$ cat config.mk
export PLATFORM = sky130hd
export DESIGN_NAME = edge_stream_packer_flat
export DESIGN_NICKNAME = d
export VERILOG_FILES = /design/src/rtl/edge_stream_packer_pkg.sv /design/src/rtl/edge_stream_packer_if.sv /design/src/rtl/edge_stream_packer_fifo.sv /design/src/rtl/edge_stream_packer.sv /design/src/flat_wrapper.sv
export SDC_FILE = /design/constraint.sdc
export NUM_CORES = 1
export LEC_CHECK = 0
export ABC_CLOCK_PERIOD_IN_PS = 10800
export CAP_MARGIN = 15
export CELL_PAD_IN_SITES_DETAIL_PLACEMENT = 0
export CELL_PAD_IN_SITES_GLOBAL_PLACEMENT = 2
export CORE_MARGIN = 2
export CORE_UTILIZATION = 53
export DETAILED_ROUTE_END_ITERATION = 16
export HOLD_SLACK_MARGIN = 0.03
export PLACE_DENSITY = 0.94
export SYNTH_ARGS = -nofsm -noshare
export SYNTH_HDL_FRONTEND = slang
export SYNTH_SLANG_ARGS = --single-unit
$ cat constraint.sdc
create_clock -name clk -period 10.8 [get_ports clk]
set_input_delay 1.62 -clock clk [delete_from_list [all_inputs] [get_ports clk]]
set_output_delay 1.62 -clock clk [all_outputs]
set_load 0.005 [all_outputs]
$ cat src/rtl/edge_stream_packer_pkg.sv
// Shared word layout for the packed edge stream.
// The downstream frame-buffer writer imports this too, so both sides agree
// on lane order and on where the sof/eol flags sit in a FIFO entry.
package edge_stream_packer_pkg;

  localparam int LANE_W  = 8;
  localparam int LANES   = 4;
  localparam int WORD_W  = LANE_W * LANES;
  localparam int SOF_BIT = WORD_W;
  localparam int EOL_BIT = WORD_W + 1;
  localparam int ENTRY_W = WORD_W + 2;

  // One FIFO entry: {eol, sof, data}, first pixel in data[7:0]
  typedef struct packed {
    logic              eol;
    logic              sof;
    logic [WORD_W-1:0] data;
  } packed_word_t;

endpackage

$ cat src/rtl/edge_stream_packer_if.sv
// Valid/ready word stream carrying packed edge pixels plus frame/line tags.
interface edge_stream_packer_if;
  import edge_stream_packer_pkg::*;

  logic              valid;
  logic              ready;
  logic [WORD_W-1:0] data;
  logic              sof;
  logic              eol;

  modport master (output valid, data, sof, eol, input ready);
  modport slave  (input valid, data, sof, eol, output ready);

endinterface

$ cat src/rtl/edge_stream_packer_fifo.sv
// edge_pack_fifo: first-word-fall-through synchronous FIFO.
// Pointers carry one extra wrap bit so full and empty are distinguishable.
// A write while full is accepted only if a read frees an entry that cycle.
module edge_pack_fifo #(
  parameter int DEPTH = 16,
  parameter int WIDTH = 34
) (
  input  logic             clk,
  input  logic             rst_n,
  input  logic             wr_en,
  input  logic [WIDTH-1:0] wr_data,
  input  logic             rd_en,
  output logic [WIDTH-1:0] rd_data,
  output logic             full,
  output logic             empty
);

  localparam int AW = $clog2(DEPTH);

  logic [WIDTH-1:0] mem [DEPTH];
  logic [AW:0]      wr_ptr;
  logic [AW:0]      rd_ptr;
  logic             do_write;
  logic             do_read;

  assign empty    = (wr_ptr == rd_ptr);
  assign full     = (wr_ptr[AW] != rd_ptr[AW]) && (wr_ptr[AW-1:0] == rd_ptr[AW-1:0]);
  assign do_read  = rd_en && !empty;
  assign do_write = wr_en && (!full || do_read);
  // Head is forced to zero when empty so the port never shows stale data
  assign rd_data  = empty ? '0 : mem[rd_ptr[AW-1:0]];

  // Storage array; contents are only visible through a valid pointer
  always_ff @(posedge clk) begin
    if (do_write) mem[wr_ptr[AW-1:0]] <= wr_data;
  end

  // Pointer advance on accepted writes and reads
  always_ff @(posedge clk or negedge rst_n) begin
    if (!rst_n) begin
      wr_ptr <= '0;
      rd_ptr <= '0;
    end else begin
      if (do_write) wr_ptr <= wr_ptr + 1'b1;
      if (do_read)  rd_ptr <= rd_ptr + 1'b1;
    end
  end

endmodule

$ cat src/rtl/edge_stream_packer.sv
// edge_stream_packer: packs four 8-bit edge pixels into a 32-bit word,
// tags it with sof/eol, and queues it in a FWFT FIFO toward the master port.
// A completed word is registered one cycle before entering the FIFO.
// Words that find the FIFO full are dropped and flagged in sticky overflow.
// Optional macro EDGE_PACK_STATS_EN adds edge_count, the number of nonzero
// pixels in the last completed frame (dropped words included).
module edge_stream_packer
  import edge_stream_packer_pkg::*;
#(
  parameter int IMG_WIDTH  = 640,
  parameter int IMG_HEIGHT = 480,
  parameter int FIFO_DEPTH = 16
) (
  input  logic                        clk,
  input  logic                        rst_n,
  input  logic                        din_valid,
  input  logic [LANE_W-1:0]           edge_data,
  edge_stream_packer_if.master        m,
  output logic                        overflow,
  output logic                        frame_done
`ifdef EDGE_PACK_STATS_EN
  ,
  output logic [31:0]                 edge_count
`endif
);

  localparam int XW = $clog2(IMG_WIDTH);
  localparam int YW = (IMG_HEIGHT > 1) ? $clog2(IMG_HEIGHT) : 1;

  logic [XW-1:0]           x;
  logic [YW-1:0]           y;
  logic [3*LANE_W-1:0]     asm_lo;
  packed_word_t            word_q;
  logic                    word_pending;
  logic                    last_x;
  logic                    last_y;
  logic                    fifo_full;
  logic                    fifo_empty;
  packed_word_t            head;

  assign last_x = (x == XW'(IMG_WIDTH - 1));
  assign last_y = (y == YW'(IMG_HEIGHT - 1));

  // Pixel position counters; the first valid pixel after reset is (0,0)
  always_ff @(posedge clk or negedge rst_n) begin
    if (!rst_n) begin
      x <= '0;
      y <= '0;
    end else if (din_valid) begin
      if (last_x) begin
        x <= '0;
        y <= last_y ? '0 : y + 1'b1;
      end else begin
        x <= x + 1'b1;
      end
    end
  end

  // Lane assembly; the fourth pixel goes straight into the completed word
  always_ff @(posedge clk or negedge rst_n) begin
    if (!rst_n) begin
      asm_lo       <= '0;
      word_q       <= '0;
      word_pending <= 1'b0;
      frame_done   <= 1'b0;
    end else begin
      word_pending <= din_valid && (x[1:0] == 2'd3);
      frame_done   <= din_valid && last_x && last_y;
      if (din_valid) begin
        case (x[1:0])
          2'd0: asm_lo[7:0]   <= edge_data;
          2'd1: asm_lo[15:8]  <= edge_data;
          2'd2: asm_lo[23:16] <= edge_data;
          default: begin
            word_q.data <= {edge_data, asm_lo};
            word_q.sof  <= (x == XW'(3)) && (y == '0);
            word_q.eol  <= last_x;
          end
        endcase
      end
    end
  end

  // Sticky overflow: pending word meets a full FIFO with no read to free it
  always_ff @(posedge clk or negedge rst_n) begin
    if (!rst_n) overflow <= 1'b0;
    else if (word_pending && fifo_full && !m.ready) overflow <= 1'b1;
  end

  edge_pack_fifo #(
    .DEPTH (FIFO_DEPTH),
    .WIDTH (ENTRY_W)
  ) u_fifo (
    .clk     (clk),
    .rst_n   (rst_n),
    .wr_en   (word_pending),
    .wr_data (word_q),
    .rd_en   (m.ready),
    .rd_data (head),
    .full    (fifo_full),
    .empty   (fifo_empty)
  );

  assign m.valid = !fifo_empty;
  assign m.data  = head.data;
  assign m.sof   = head.sof;
  assign m.eol   = head.eol;

`ifdef EDGE_PACK_STATS_EN
  logic [31:0] edge_acc;
  logic        pix_nz;

  assign pix_nz = (edge_data != '0);

  // Per-frame nonzero pixel count, published when the last pixel is sampled
  always_ff @(posedge clk or negedge rst_n) begin
    if (!rst_n) begin
      edge_acc   <= '0;
      edge_count <= '0;
    end else if (din_valid) begin
      if (last_x && last_y) begin
        edge_count <= edge_acc + 32'(pix_nz);
        edge_acc   <= '0;
      end else begin
        edge_acc   <= edge_acc + 32'(pix_nz);
      end
    end
  end
`endif

endmodule

$ cat src/flat_wrapper.sv
// flat-port wrapper written by rule: the top's interface ports become plain ports
module edge_stream_packer_flat import edge_stream_packer_pkg::*;
#(
  parameter int IMG_WIDTH  = 640,
  parameter int IMG_HEIGHT = 480,
  parameter int FIFO_DEPTH = 16
)
  (clk, rst_n, din_valid, edge_data, overflow, frame_done, m_valid, m_data, m_sof, m_eol, m_ready);
  edge_stream_packer_if m_i ();
  input  logic clk;
  input  logic rst_n;
  input  logic din_valid;
  input  logic [LANE_W-1:0] edge_data;
  output logic overflow;
  output logic frame_done;
  output wire logic [$bits(m_i.valid)-1:0] m_valid;
  output wire logic [$bits(m_i.data)-1:0] m_data;
  output wire logic [$bits(m_i.sof)-1:0] m_sof;
  output wire logic [$bits(m_i.eol)-1:0] m_eol;
  input wire logic [$bits(m_i.ready)-1:0] m_ready;
  assign m_valid = m_i.valid;
  assign m_data = m_i.data;
  assign m_sof = m_i.sof;
  assign m_eol = m_i.eol;
  assign m_i.ready = m_ready;
  edge_stream_packer #(.IMG_WIDTH(IMG_WIDTH), .IMG_HEIGHT(IMG_HEIGHT), .FIFO_DEPTH(FIFO_DEPTH)) u_core (.clk(clk), .rst_n(rst_n), .din_valid(din_valid), .edge_data(edge_data), .m(m_i), .overflow(overflow), .frame_done(frame_done));
endmodule
-- Word level (Yosys, flattened, before mapping)
Memories as Yosys holds them, arrays and structs flattened.
Cells that the tools add are included.
- equality and inequality tests: 9
- bitwise logic cells: 1
- reductions and logical operators: 21
- $add $sub $neg: 4
- muxes and demuxes: 5
- operators with widths (operator ; number):
    $mux 34 ; 1
    $add 10x1->10 const B ; 1
    $add 5x1->5 const B ; 2
    $eq 10x10->1 const B ; 1
    $eq 10x2->1 const B ; 1
    $mux 10 ; 1
    $reduce_and 2->1 ; 5
    $add 9x1->9 const B ; 1
    $eq 9x9->1 const B ; 1
    $logic_and 1x1->1 ; 9
    $logic_not 9->1 ; 1
    $mux 9 ; 1
    $eq 5x5->1 ; 1
    $eq 2x2->1 const B ; 2
    $eq 4x4->1 ; 1
    $logic_not 1->1 ; 3
    $reduce_or 3->1 ; 1
    $eq 2x1->1 const B ; 1
    $logic_not 2->1 ; 1
    $mux 1 ; 2
    $logic_or 1x1->1 ; 1
    $ne 1x1->1 ; 1
    $not 1->1 ; 1
- logic and storage cells: 54
- memories kept: 1
- bits in registers: 90
- input bits: 12
- memory bits (writable): 544
- output and inout port bits: 37
- memories (name ; depth ; bits a word ; read ports ; clocked after Yosys merged registers in ; wr ports ; line ; text):
    u_core.u_fifo.mem ; 16 ; 34 ; 1 ; 0 ; 1 ; edge_stream_packer_fifo.sv:20 ; logic [WIDTH-1:0] mem [DEPTH];

-- Longest topological paths before layout
- depth in word-level cells: 7
- depth in mapped cells: 7

-- By module
Synthesis repeated with hierarchy kept, for this count alone.
- cells, all modules: 1146
- area, all modules: 24355.9 um2
- by module, submodules not included (module ; times used ; seq. area each (um2) ; area each (um2) ; cells each):
    edge_pack_fifo ; 1 ; 16585.9 ; 21086.5 ; 907
    edge_stream_packer ; 1 ; 2001.9 ; 3269.4 ; 239

-- Worst setup path before layout
No wires, ideal clock.
- path kind: in2reg
- from: in m_ready
- to: mem u_core.u_fifo.mem[3][0], enable pin
- library setup time: 523 ps
- slack: 4555 ps
- arrival time: 5723 ps
- cell stages on the path: 4
- required time: 10277 ps
- cells stage by stage: nor2_1 -> a21oi_2 -> buf_2 -> nor4b_1
- longest elaborated chain between the ends: 5
- RTL lines (item ; line ; text):
    from (decl) ; flat_wrapper.sv:20 ; input wire logic [$bits(m_i.ready)-1:0] m_ready;
    $logic_and 1x1->1 ; edge_stream_packer_fifo.sv:28 ; assign do_read = rd_en && !empty;
    $logic_or 1x1->1 ; edge_stream_packer_fifo.sv:29 ; assign do_write = wr_en && (!full || do_read);
    $logic_and 1x1->1 ; edge_stream_packer_fifo.sv:29 ;
    $mux 1 ; edge_stream_packer_fifo.sv:35 ; if (do_write) mem[wr_ptr[AW-1:0]] <= wr_data;
    $mux 1 (implied by the code) ; edge_stream_packer_fifo.sv:35 ;
    to (decl) ; edge_stream_packer_fifo.sv:20 ;
No other way between the ends.

-- Worst setup path after layout
- from: reg u_core.u_fifo.rd_ptr[1]
- to: out m_data[17]
- longest elaborated chain between the ends: 2
- elaborated cells between the ends (all ways): 3
- RTL lines (item ; line ; text):
    from (decl) ; edge_stream_packer_fifo.sv:22 ; logic [AW:0] rd_ptr;
    from (signal assigned) ; edge_stream_packer_fifo.sv:45 ; if (do_read) rd_ptr <= rd_ptr + 1'b1;
    $mem_v2 16x34 / $eq 5x5->1 (equally long branches) ; -- ;
    $mux 34 (*) ; edge_stream_packer_fifo.sv:31 ; assign rd_data = empty ? '0 : mem[rd_ptr[AW-1:0]];
    to (decl) ; flat_wrapper.sv:17 ; output wire logic [$bits(m_i.data)-1:0] m_data;
Every way passes the cells marked *; elsewhere a longest branch is shown, timed or not.

==> impl_metrics.toml <==
[cts]
cts_tree = "yes"
postCtsHoldBufs = 0
path_clk_slew_ps = 60
clkSinkCount = 634
clkLatencyLatePin_ps = 640
numCtsBuffers = 59
clockBufferDepth = 3
cts_setup_buffers = 0
cts_root_buf = "clkbuf_16"
cts.htree.levels = 2
ctsResizeCount = 0

[setup_path]
cp-start-kind = "flop"
cp_slowest_stage_delay_ps = 1150
cp_max_fo = 75
cp_top_family = "buffers and inverters"
critPathLaunch = "u_core.u_fifo.rd_ptr[1]"
reg2reg_from = "u_core.u_fifo.rd_ptr[1]"
cp.required_ps = 9180
crit_slowest_cell = "dfrtp_4"
cp_num_buf_inv = 2
critPathKind = "flop to output pin"
path_cells = "buf_4 > mux4_2 > a22oi_1 > a21oi_1 > clkdlybuf4s50_1"
crit_path_end_kind = "output pin"
arrival_ps = 4150

[global_routing]
grt_usage_pct = 22.5
grt_pass1_vias = 12099
grt.overflow.total = 0
grt_start_max_net_pins = 76
antenna_found_initial = 0
grt_pass1_wl_mm = 77.5

[timing]
worst_slew_pin_slew_ps = 1110
hold_violations = 0
setup-tns-final_ps = 0
slew_violations = 0
fmax_ghz = 0.173
setup_viol = 0
finalCritPeriodShare_pct = 53.4
rsz0062_at_grt = "no"
clock_skew_ps = 33.4
max_slew_margin_pct = 25.7
period_needed_ps = 5770

[pwr]
netSwitchingFraction_pct = 28.6
ir_drop_uv = 176
p_sw_mw = 2.12
clkPwrFrac_pct = 28.2
leakagePower_nw = 9.04
power.internal_mw = 5.30
p_per_area_nw_per_um2 = 269
combPwrFrac_pct = 23.5
power_frac_seq_pct = 48.3

[synthesis]
synth_edf_count = 544
seq_area_frac_synth_pct = 76.4
synth_flop_cell = "edfxtp_1"
ys_ff_latch = 634
syn-num-nets = 1176
yosys_warnings = 0
synth_top_area_share_pct = 67.1
synth_common_cells = "544 x edfxtp_1, 136 x mux4_2, 90 x dfrtp_1"
synth_most_common_cell = "edfxtp_1"
netlist_area_um2 = 24300
synthTopCellsByArea = "edfxtp_1 67%, mux4_2 13%, dfrtp_1 9.3%, mux2_2 2.7%, a22oi_1 2.1%"
async_flop_share_pct = 14.2
synth_area_leader_cell = "edfxtp_1"
synthesis.instances = 1152
synth_cell_types = 43
avgSynthCellArea_um2 = 21.1

[status]
outcome = "finished clean"

[routing]
dr.pass1.iters = 7
drt_iter0_drc = 1229
num_vias = 11812
final_antenna_net_count = 0
viasPerCell = 6.29
drt-wirelength-per-cell_um = 27.9
wl_mm = 52.4
drc = 0

[floorplanning]
die_h_um = 218
fp-row-count = 78
ioPinCount = 49
dieArea_um2 = 47600
initial_core_util_pct = 53.6
die_w_um = 218
core-area_um2 = 45400

[layout]
nets = 1251
area_delta_synth_final_pct = 13.2
final_area_um2 = 27600
drive_above_1_share_pct = 26.2
antennaDiodeCount = 0

[min_path]
hp-class = "flop to flop"
worstHoldStart = "u_core.u_fifo.rd_ptr[4]"

[job]
max_cap_violations = 0

[placed_design]
dp_hpwl_mm = 26.2
detailed_place.area_um2 = 25600
gp_congestion = 0.735
portBuffers = 48
==> power by group through the flow <==
stage	combinational, mW	sequential, mW	clock [mW]
6_report	1.74	3.58	2.09
5_1_grt	1.87	3.64	2.22
4_1_cts	1.76	3.58	2.12
3_5_place_dp	1.74	3.63	0
3_3_place_gp	1.72	3.59	0
2_1_floorplan	1.24	3.37	0
==> per-layer routing <==
| layer | track usage, % | up-vias | share of wire, % |
|---|---|---|---|
| met1 | 31.7 | 6247 | 40 |
| met5 | 0 | - | 0 |
| met3 | 5.21 | 69 | 8.6 |
| li1 | - | 4923 | - |
| met4 | 5.28 | 0 | 1.7 |
| met2 | 36.4 | 573 | 50 |
==> placed cells by master (no fill, tap or decap), types with 5 or more instances in the layout <==
cell / count
and4_2: 7
nand4_1: 6
mux2_2: 58
clkinv_2: 6
dfrtp_1: 88
xnor2_1: 8
nand3_1: 13
ha_1: 12
mux4_2: 136
a21oi_1: 40
xor2_1: 14
bufinv_16: 6
nor2_1: 9
clkbuf_16: 59
inv_1: 14
and4b_2: 5
buf_4: 28
clkinv_1: 9
clkbuf_1: 17
clkdlybuf4s50_1: 47
o21ai_0: 8
clkbuf_8: 8
a22oi_1: 68
nand2_1: 17
edfxtp_1: 544
==> final cells by class <==
| class | count | area (µm²) |
|---|---|---|
| tap | 600 | 751 |
| inverter | 14 | 52.6 |
| timing repair buffer | 76 | 701 |
| clock inverter | 27 | 324 |
| sequential | 634 | 18600 |
| fill | 3047 | 17800 |
| clock buffer | 84 | 1650 |
| multi-input combinational | 442 | 5480 |
==> worst paths after layout <==
kind                                             to  slack (ps)  depth (start not counted)
setup / recovery                         m_data[17]        5030                          5
hold / removal              u_core.u_fifo.rd_ptr[4]         490                          1
setup reg to reg           u_core.u_fifo.mem[2][33]        7160                          5
hold reg to reg             u_core.u_fifo.rd_ptr[4]         490                          1
max in group asynchronous   u_core.u_fifo.rd_ptr[0]        8580                          2
min in group asynchronous         u_core.asm_lo[23]         880                          1
==> cells by family after synthesis <==
logic type | after synthesis | synth area share (%)
xor gates and xnor gates | 22 | 0.792
buffers and inverters | 76 | 1.36
and+or+nand+nor | 85 | 2.09
DFF | 634 | 76.4
muxes | 194 | 15.3
adders and majority gates | 12 | 0.617
AOI/OAI and AO/OA | 129 | 3.49
==> registers in the layout (all words and copies together) (netlist names) <==
register	count
u_core.frame_done	1
u_core.word_pending	1
u_core.u_fifo.wr_ptr	5
u_core.x	10
u_core.word_q	34
u_core.y	9
u_core.u_fifo.mem	544
u_core.asm_lo	24
u_core.overflow	1
u_core.u_fifo.rd_ptr	5
==> through the flow <==
step	setup slack [ps]	hold WS [ps]	total power [mW]	utilization, %	cells
final	5030	486	7.42	60.7	1877
after CTS	4680	490	7.46	60.7	1876
after global routing	4660	508	7.73	60.7	1877
after global placement	5500	462	5.31	56.3	1765
after floorplan	4550	460	4.61	-	1152
after detailed placement	5470	471	5.37	56.3	1765
(Power assumes the default switching activity.)
